`src/rtl/serial_subtractor.sv`:
```
// Bit-serial LSB-first subtractor: one full-subtractor cell reused over WIDTH cycles,
// with a borrow flip-flop and a start/busy/done handshake. D = A - B - Bin mod 2^WIDTH.
module serial_subtractor #(
    parameter int WIDTH = 8
) (
    input  logic             clk,
    input  logic             rst,
    input  logic             start,
    input  logic [WIDTH-1:0] A,
    input  logic [WIDTH-1:0] B,
    input  logic             Bin,
    output logic             busy,
    output logic             done,
    output logic [WIDTH-1:0] D,
    output logic             Bout,
    output logic             V
);
    localparam int CW = $clog2(WIDTH);

    typedef enum logic [1:0] {
        IDLE  = 2'd0,
        SHIFT = 2'd1,
        DONE  = 2'd2
    } state_t;

    state_t           state;
    state_t           state_next;
    logic [WIDTH-1:0] a_sr;
    logic [WIDTH-1:0] b_sr;
    logic [WIDTH-2:0] res_sr;
    logic [WIDTH-1:0] res_next;
    logic [CW-1:0]    cnt;
    logic             borrow;
    logic             borrow_next;
    logic             a_msb;
    logic             b_msb;
    logic             d_bit;
    logic             load;
    logic             last;

    assign d_bit       = a_sr[0] ^ b_sr[0] ^ borrow;
    assign borrow_next = (~a_sr[0] & b_sr[0]) | (~(a_sr[0] ^ b_sr[0]) & borrow);
    assign last        = (cnt == CW'(WIDTH - 1));
    // Newest bit enters at the MSB; the partial register keeps only the WIDTH-1 older bits.
    assign res_next    = {d_bit, res_sr};

    always_ff @(posedge clk) begin
        if (rst) begin
            state <= IDLE;
        end else begin
            state <= state_next;
        end
    end

    always_comb begin
        state_next = state;
        busy       = 1'b0;
        done       = 1'b0;
        load       = 1'b0;
        case (state)
            IDLE: begin
                if (start) begin
                    load       = 1'b1;
                    state_next = SHIFT;
                end
            end
            SHIFT: begin
                busy = 1'b1;
                if (last) begin
                    state_next = DONE;
                end
            end
            DONE: begin
                done = 1'b1;
                if (start) begin
                    load       = 1'b1;
                    state_next = SHIFT;
                end else begin
                    state_next = IDLE;
                end
            end
            default: state_next = IDLE;
        endcase
    end

    always_ff @(posedge clk) begin
        if (rst) begin
            a_sr   <= '0;
            b_sr   <= '0;
            res_sr <= '0;
            cnt    <= '0;
            borrow <= 1'b0;
            a_msb  <= 1'b0;
            b_msb  <= 1'b0;
            D      <= '0;
            Bout   <= 1'b0;
            V      <= 1'b0;
        end else if (load) begin
            a_sr   <= A;
            b_sr   <= B;
            borrow <= Bin;
            cnt    <= '0;
            a_msb  <= A[WIDTH-1];
            b_msb  <= B[WIDTH-1];
        end else if (state == SHIFT) begin
            a_sr   <= a_sr >> 1;
            b_sr   <= b_sr >> 1;
            borrow <= borrow_next;
            res_sr <= res_next[WIDTH-1:1];
            cnt    <= cnt + CW'(1);
            // Published outputs move only on the final bit so the previous result stays visible.
            if (last) begin
                D    <= res_next;
                Bout <= borrow_next;
                V    <= (a_msb ^ b_msb) & (a_msb ^ d_bit);
            end
        end
    end

endmodule

```
`config.mk`:
```
export PLATFORM = sky130hd
export DESIGN_NAME = serial_subtractor
export DESIGN_NICKNAME = d
export VERILOG_FILES = /design/src/rtl/serial_subtractor.sv
export SDC_FILE = /design/constraint.sdc
export NUM_CORES = 1
export LEC_CHECK = 0
export ABC_AREA = 0
export CAP_MARGIN = 20
export CORE_UTILIZATION = 45
export DETAILED_ROUTE_END_ITERATION = 12
export GPL_ROUTABILITY_DRIVEN = 1
export PLACE_DENSITY = 0.74
export SKIP_CTS_REPAIR_TIMING = 1
export SKIP_LAST_GASP = 1
export SLEW_MARGIN = 20
export SYNTH_ARGS = -nofsm -noshare
export SYNTH_HDL_FRONTEND = slang
export SYNTH_SLANG_ARGS = --single-unit
export TNS_END_PERCENT = 100
```
`constraint.sdc`:
```
create_clock -name clk -period 1.5 [get_ports clk]
set_clock_uncertainty 0.05 [all_clocks]
set_input_delay 0.225 -clock clk [delete_from_list [all_inputs] [get_ports clk]]
set_output_delay 0.225 -clock clk [all_outputs]
set_load 0.1 [all_outputs]
```
Yosys cells after proc, flatten, opt, wreduce, memory -nomap -nowiden --
Index checks and enable logic that the tools add are counted.
Operators by class: bitwise gates (word level) 11, add/sub/neg operators 1, equality and inequality tests 5, reduce and logical (&&, ||, !) cells 7, mux-type cells 14
Operators with widths (count):
- $mux 8 | 4
- $mux 1 | 7
- $pmux 2 s3 | 1
- $mux 2 | 2
- $ne 2x2->1 const B | 2
- $reduce_and 2->1 | 2
- $reduce_or 2->1 | 2
- $xor 1x1->1 | 4
- $add 3x1->3 const B | 1
- $and 1x1->1 | 3
- $eq 3x3->1 const B | 1
- $not 1->1 | 3
- $reduce_and 3->1 | 1
- $eq 2x1->1 const B | 1
- $eq 2x2->1 const B | 1
- $logic_not 2->1 | 1
- $reduce_bool 2->1 | 1
- $or 1x1->1 | 1
Word-level totals: word-level logic and storage cells 49, register bits after elaboration 41, bits of input ports 20

Longest topological paths before layout --
depth after elaboration 6, depth in mapped cells 6, gate-level depth less buffers 5

Worst setup path after synthesis --
OpenSTA, ideal clock, no wires.
path kind register to output, start register state[1], end output done, path slack -0.452 ns, path buffers 0, stages on the path, launching flop included 2, required time 1.225 ns, arrival 1.677 ns, path through dfxtp_1 > nor2b_1
Between the ends: longest elaborated chain between the ends 2
RTL lines:
- start: declaration | RTL line 26 | state_t state;
- start signal: assignment | RTL line 51 | state <= state_next;
- $eq 2x2->1 | RTL line 60 | case (state)
- $mux 1 | RTL line 60
- end: declaration | RTL line 13 | output logic done,
No other way between the ends.

Worst setup path after layout --
start register borrow, end register V
Between the ends: longest elaborated chain between the ends 3
RTL lines:
- start: declaration | RTL line 33 | logic borrow;
- start signal: assignment | RTL line 101 | borrow <= Bin;
- start signal: assignment | RTL line 108 | borrow <= borrow_next;
- $xor 1x1->1 | RTL line 41 | assign d_bit = a_sr[0] ^ b_sr[0] ^ borrow;
- via d_bit | RTL line 37 | logic d_bit;
- $xor 1x1->1 | RTL line 115 | V <= (a_msb ^ b_msb) & (a_msb ^ d_bit);
- $and 1x1->1 | RTL line 115
- end signal: assignment | RTL line 115
- end: declaration | RTL line 16 | output logic V
The timed path passes the listed nets, and every way through them passes these cells. A chain may end at the register's enable or synchronous reset.

==> results.json <==
{
  "vias": 1460,
  "grt_antenna_before_repair": 0,
  "io_buffers": 31,
  "drt-vias-per-instance": 5.33,
  "yosys_warnings": 0,
  "finalHoldViolCount": 0,
  "synthDominantAreaCellType": "dfxtp_1",
  "rsz0062_at_grt": "yes",
  "diodes": 0,
  "maxCapViolations": 0,
  "place_area_sq_mm": 0.00216,
  "grt_overflow": 0,
  "ir_drop_mv": 0.815,
  "synth_area_leaders": "dfxtp_1 50%, nand2_1 12%, a21oi_1 6.8%, a311oi_1 5.4%, nor2_1 3.0%",
  "met3_usage_pct": 7.35,
  "grt_pass1_wl_um": 6200,
  "avgSynthCellArea_sq_um": 8.52,
  "failed_checks": "negative setup slack",
  "stdcell_count": 274,
  "cp-end-kind": "flop",
  "fin_crit_sh_pct": 106,
  "rows": 21,
  "setup_ws_ps": -92.9,
  "power_density_mw_per_mm2": 905,
  "ios": 32,
  "arrival_ps": 1820,
  "slew_headroom_pct": 83.5,
  "clockRootBuffer": "clkbuf_4",
  "wl_um": 3680,
  "drc": 0,
  "use_met2_pct": 32.6,
  "h-tree-depth": 2,
  "core_sq_mm": 0.00339,
  "p_leak_nw": 0.809,
  "cp_data_required_time_ps": 1730,
  "start_kind": "flop",
  "dp_hpwl_um": 2480,
  "grt_max_degree": 42,
  "die_w_um": 62.1,
  "finalMaxSlewViolations": 0,
  "grt_pass1_vias": 1382,
  "placed_cells": 264,
  "drive_gt1_share_pct": 20.2,
  "cts_buffer_depth": 2,
  "hold_class": "primary input to flop",
  "die_y_um": 62.1,
  "ys_ff_latch": 41,
  "gp_congestion": 0.775,
  "top_usage_layer": "met2",
  "wire_per_inst_um": 13.4,
  "ant_nets": 0,
  "start_util_pct": 48.0,
  "die-area_sq_mm": 0.00386,
  "critPathKind": "flop to flop",
  "synthesis.nets": 214,
  "cts.sinks": 41,
  "drtIter0Drc": 73,
  "synth_cell_type_count": 28,
  "final.min_clock_period_ps": 1590,
  "drt_pass1_iterations": 4,
  "synth_top_area_share_pct": 50.5,
  "fmax_ghz": 0.628,
  "nFillCells": 279,
  "status": "finished, violations left",
  "syn2layout_area_growth_pct": 37.8,
  "clk_transition_reported_paths_ps": 120,
  "grtUsageTotal_pct": 20.6,
  "clkLatencyLatePin_ps": 350,
  "crit_fanout": 2,
  "setup_viol": 2,
  "cts_buffers": 5,
  "cts_tree": "done",
  "syn-instance-count": 191,
  "syn-cell-area_sq_mm": 0.00163,
  "grt_use_met1_pct": 25.7,
  "fin_nets": 250,
  "synth.yosys.seq_area_share_pct": 50.5,
  "final_area_sq_mm": 0.00224,
  "tightest_slew_ps": 246
}
cell type report:
type	instances	area (sq um)	share of cell area, %
repair buffers	43	562	25.1
repair inverters	1	5.00	0.223
clock buffers	6	41.3	1.84
flip-flops and latches	41	826	36.9
multi-input cells	132	723	32.3
inverters	3	16.3	0.726
well taps	46	57.6	2.57
clock inverters	2	10.0	0.447
power breakdown:
group / leakage, nW / switching, mW / internal [mW]
logic: 0.440 / 0.169 / 0.154
registers: 0.336 / 0.0306 / 1.14
clock network: 0.0320 / 0.355 / 0.179
total: 0.809 / 0.554 / 1.47
cell usage after synthesis:
| cell | n |
|---|---|
| xnor2_1 | 1 |
| nor3_1 | 7 |
| a2bb2oi_1 | 1 |
| a311oi_1 | 10 |
| a22oi_1 | 2 |
| buf_2 | 7 |
| a211oi_1 | 1 |
| clkbuf_1 | 6 |
| fa_1 | 1 |
| o22ai_1 | 3 |
| buf_8 | 1 |
| mux2i_1 | 2 |
| clkinv_4 | 1 |
| a311oi_2 | 1 |
| nand2b_1 | 2 |
| a21oi_1 | 22 |
| o21a_1 | 1 |
| dfxtp_1 | 41 |
| nand3b_1 | 2 |
| buf_6 | 1 |
| nor2_1 | 13 |
| and3b_1 | 1 |
| or3b_2 | 1 |
| nand3_1 | 5 |
| nand2_1 | 52 |
| nor2b_1 | 2 |
| ha_1 | 2 |
| inv_1 | 2 |
cells by family after synthesis:
| kind of cell | after synthesis | share of synthesized area (%) |
|---|---|---|
| simple gates | 85 | 22.2 |
| xor+xnor | 1 | 0.539 |
| mux | 2 | 1.23 |
| buf+inv | 18 | 6.15 |
| flops | 41 | 50.5 |
| compound gates | 41 | 16.6 |
| fa+ha+maj | 3 | 2.77 |
state kept, by name, indices dropped and copies added, names as in the netlist:
| signal | cells |
|---|---|
| D | 8 |
| a_sr | 8 |
| b_sr | 8 |
| res_sr | 7 |
| cnt | 3 |
| state | 2 |
| Bout | 1 |
| V | 1 |
| a_msb | 1 |
| b_msb | 1 |
| borrow | 1 |
worst max-delay path, stage by stage, from the launching register on:
cell and delay (ps):
dfxtp_2 360, inv_2 30, fa_1 460, or3b_4 390
a311oi_2 230
layout by cell type (no fill, tap or decap), types with 4 or more instances in the layout:
cell type | synthesis | final
dfxtp_1 | 41 | 37
clkdlybuf4s50_1 | 0 | 19
nor2_1 | 13 | 13
clkbuf_4 | 0 | 5
a21oi_1 | 22 | 22
nor3_1 | 7 | 7
nand2_1 | 52 | 52
buf_12 | 0 | 15
nand3_1 | 5 | 5
a311oi_1 | 10 | 9
dfxtp_2 | 0 | 4
buf_4 | 0 | 8
per-stage QoR:
step	TNS, ps	setup slack [ps]	util, %	hold WS, ps	power, mW
global placement	-57.8	-57.8	63.6	392	1.49
global route	-278	-148	66.1	394	2.13
floorplan	-82.3	-82.3	-	334	1.38
detailed placement	-120	-120	63.6	408	1.51
finish	-160	-92.9	66.1	394	2.03
CTS	-363	-188	65.1	388	2.03
routing by layer:
layer	share of wire, %	vias to the layer above
met5	0	-
met4	1.7	0
met2	49	45
met1	43	679
li1	-	728
met3	6.5	8
worst paths after layout:
| check | from | end | slack (ps) | depth (start not counted) |
|---|---|---|---|---|
| max | borrow$_SDFFE_PP0P_ | V$_SDFFE_PP0P_ | -90 | 4 |
| max reg2reg | borrow$_SDFFE_PP0P_ | V$_SDFFE_PP0P_ | -90 | 4 |
| min reg2reg | res_sr[0]$_SDFFE_PP0P_ | D[0]$_SDFFE_PP0P_ | 420 | 2 |
| min | B[7] | b_msb$_SDFFE_PP0P_ | 390 | 3 |
(Power assumes the default switching activity.)
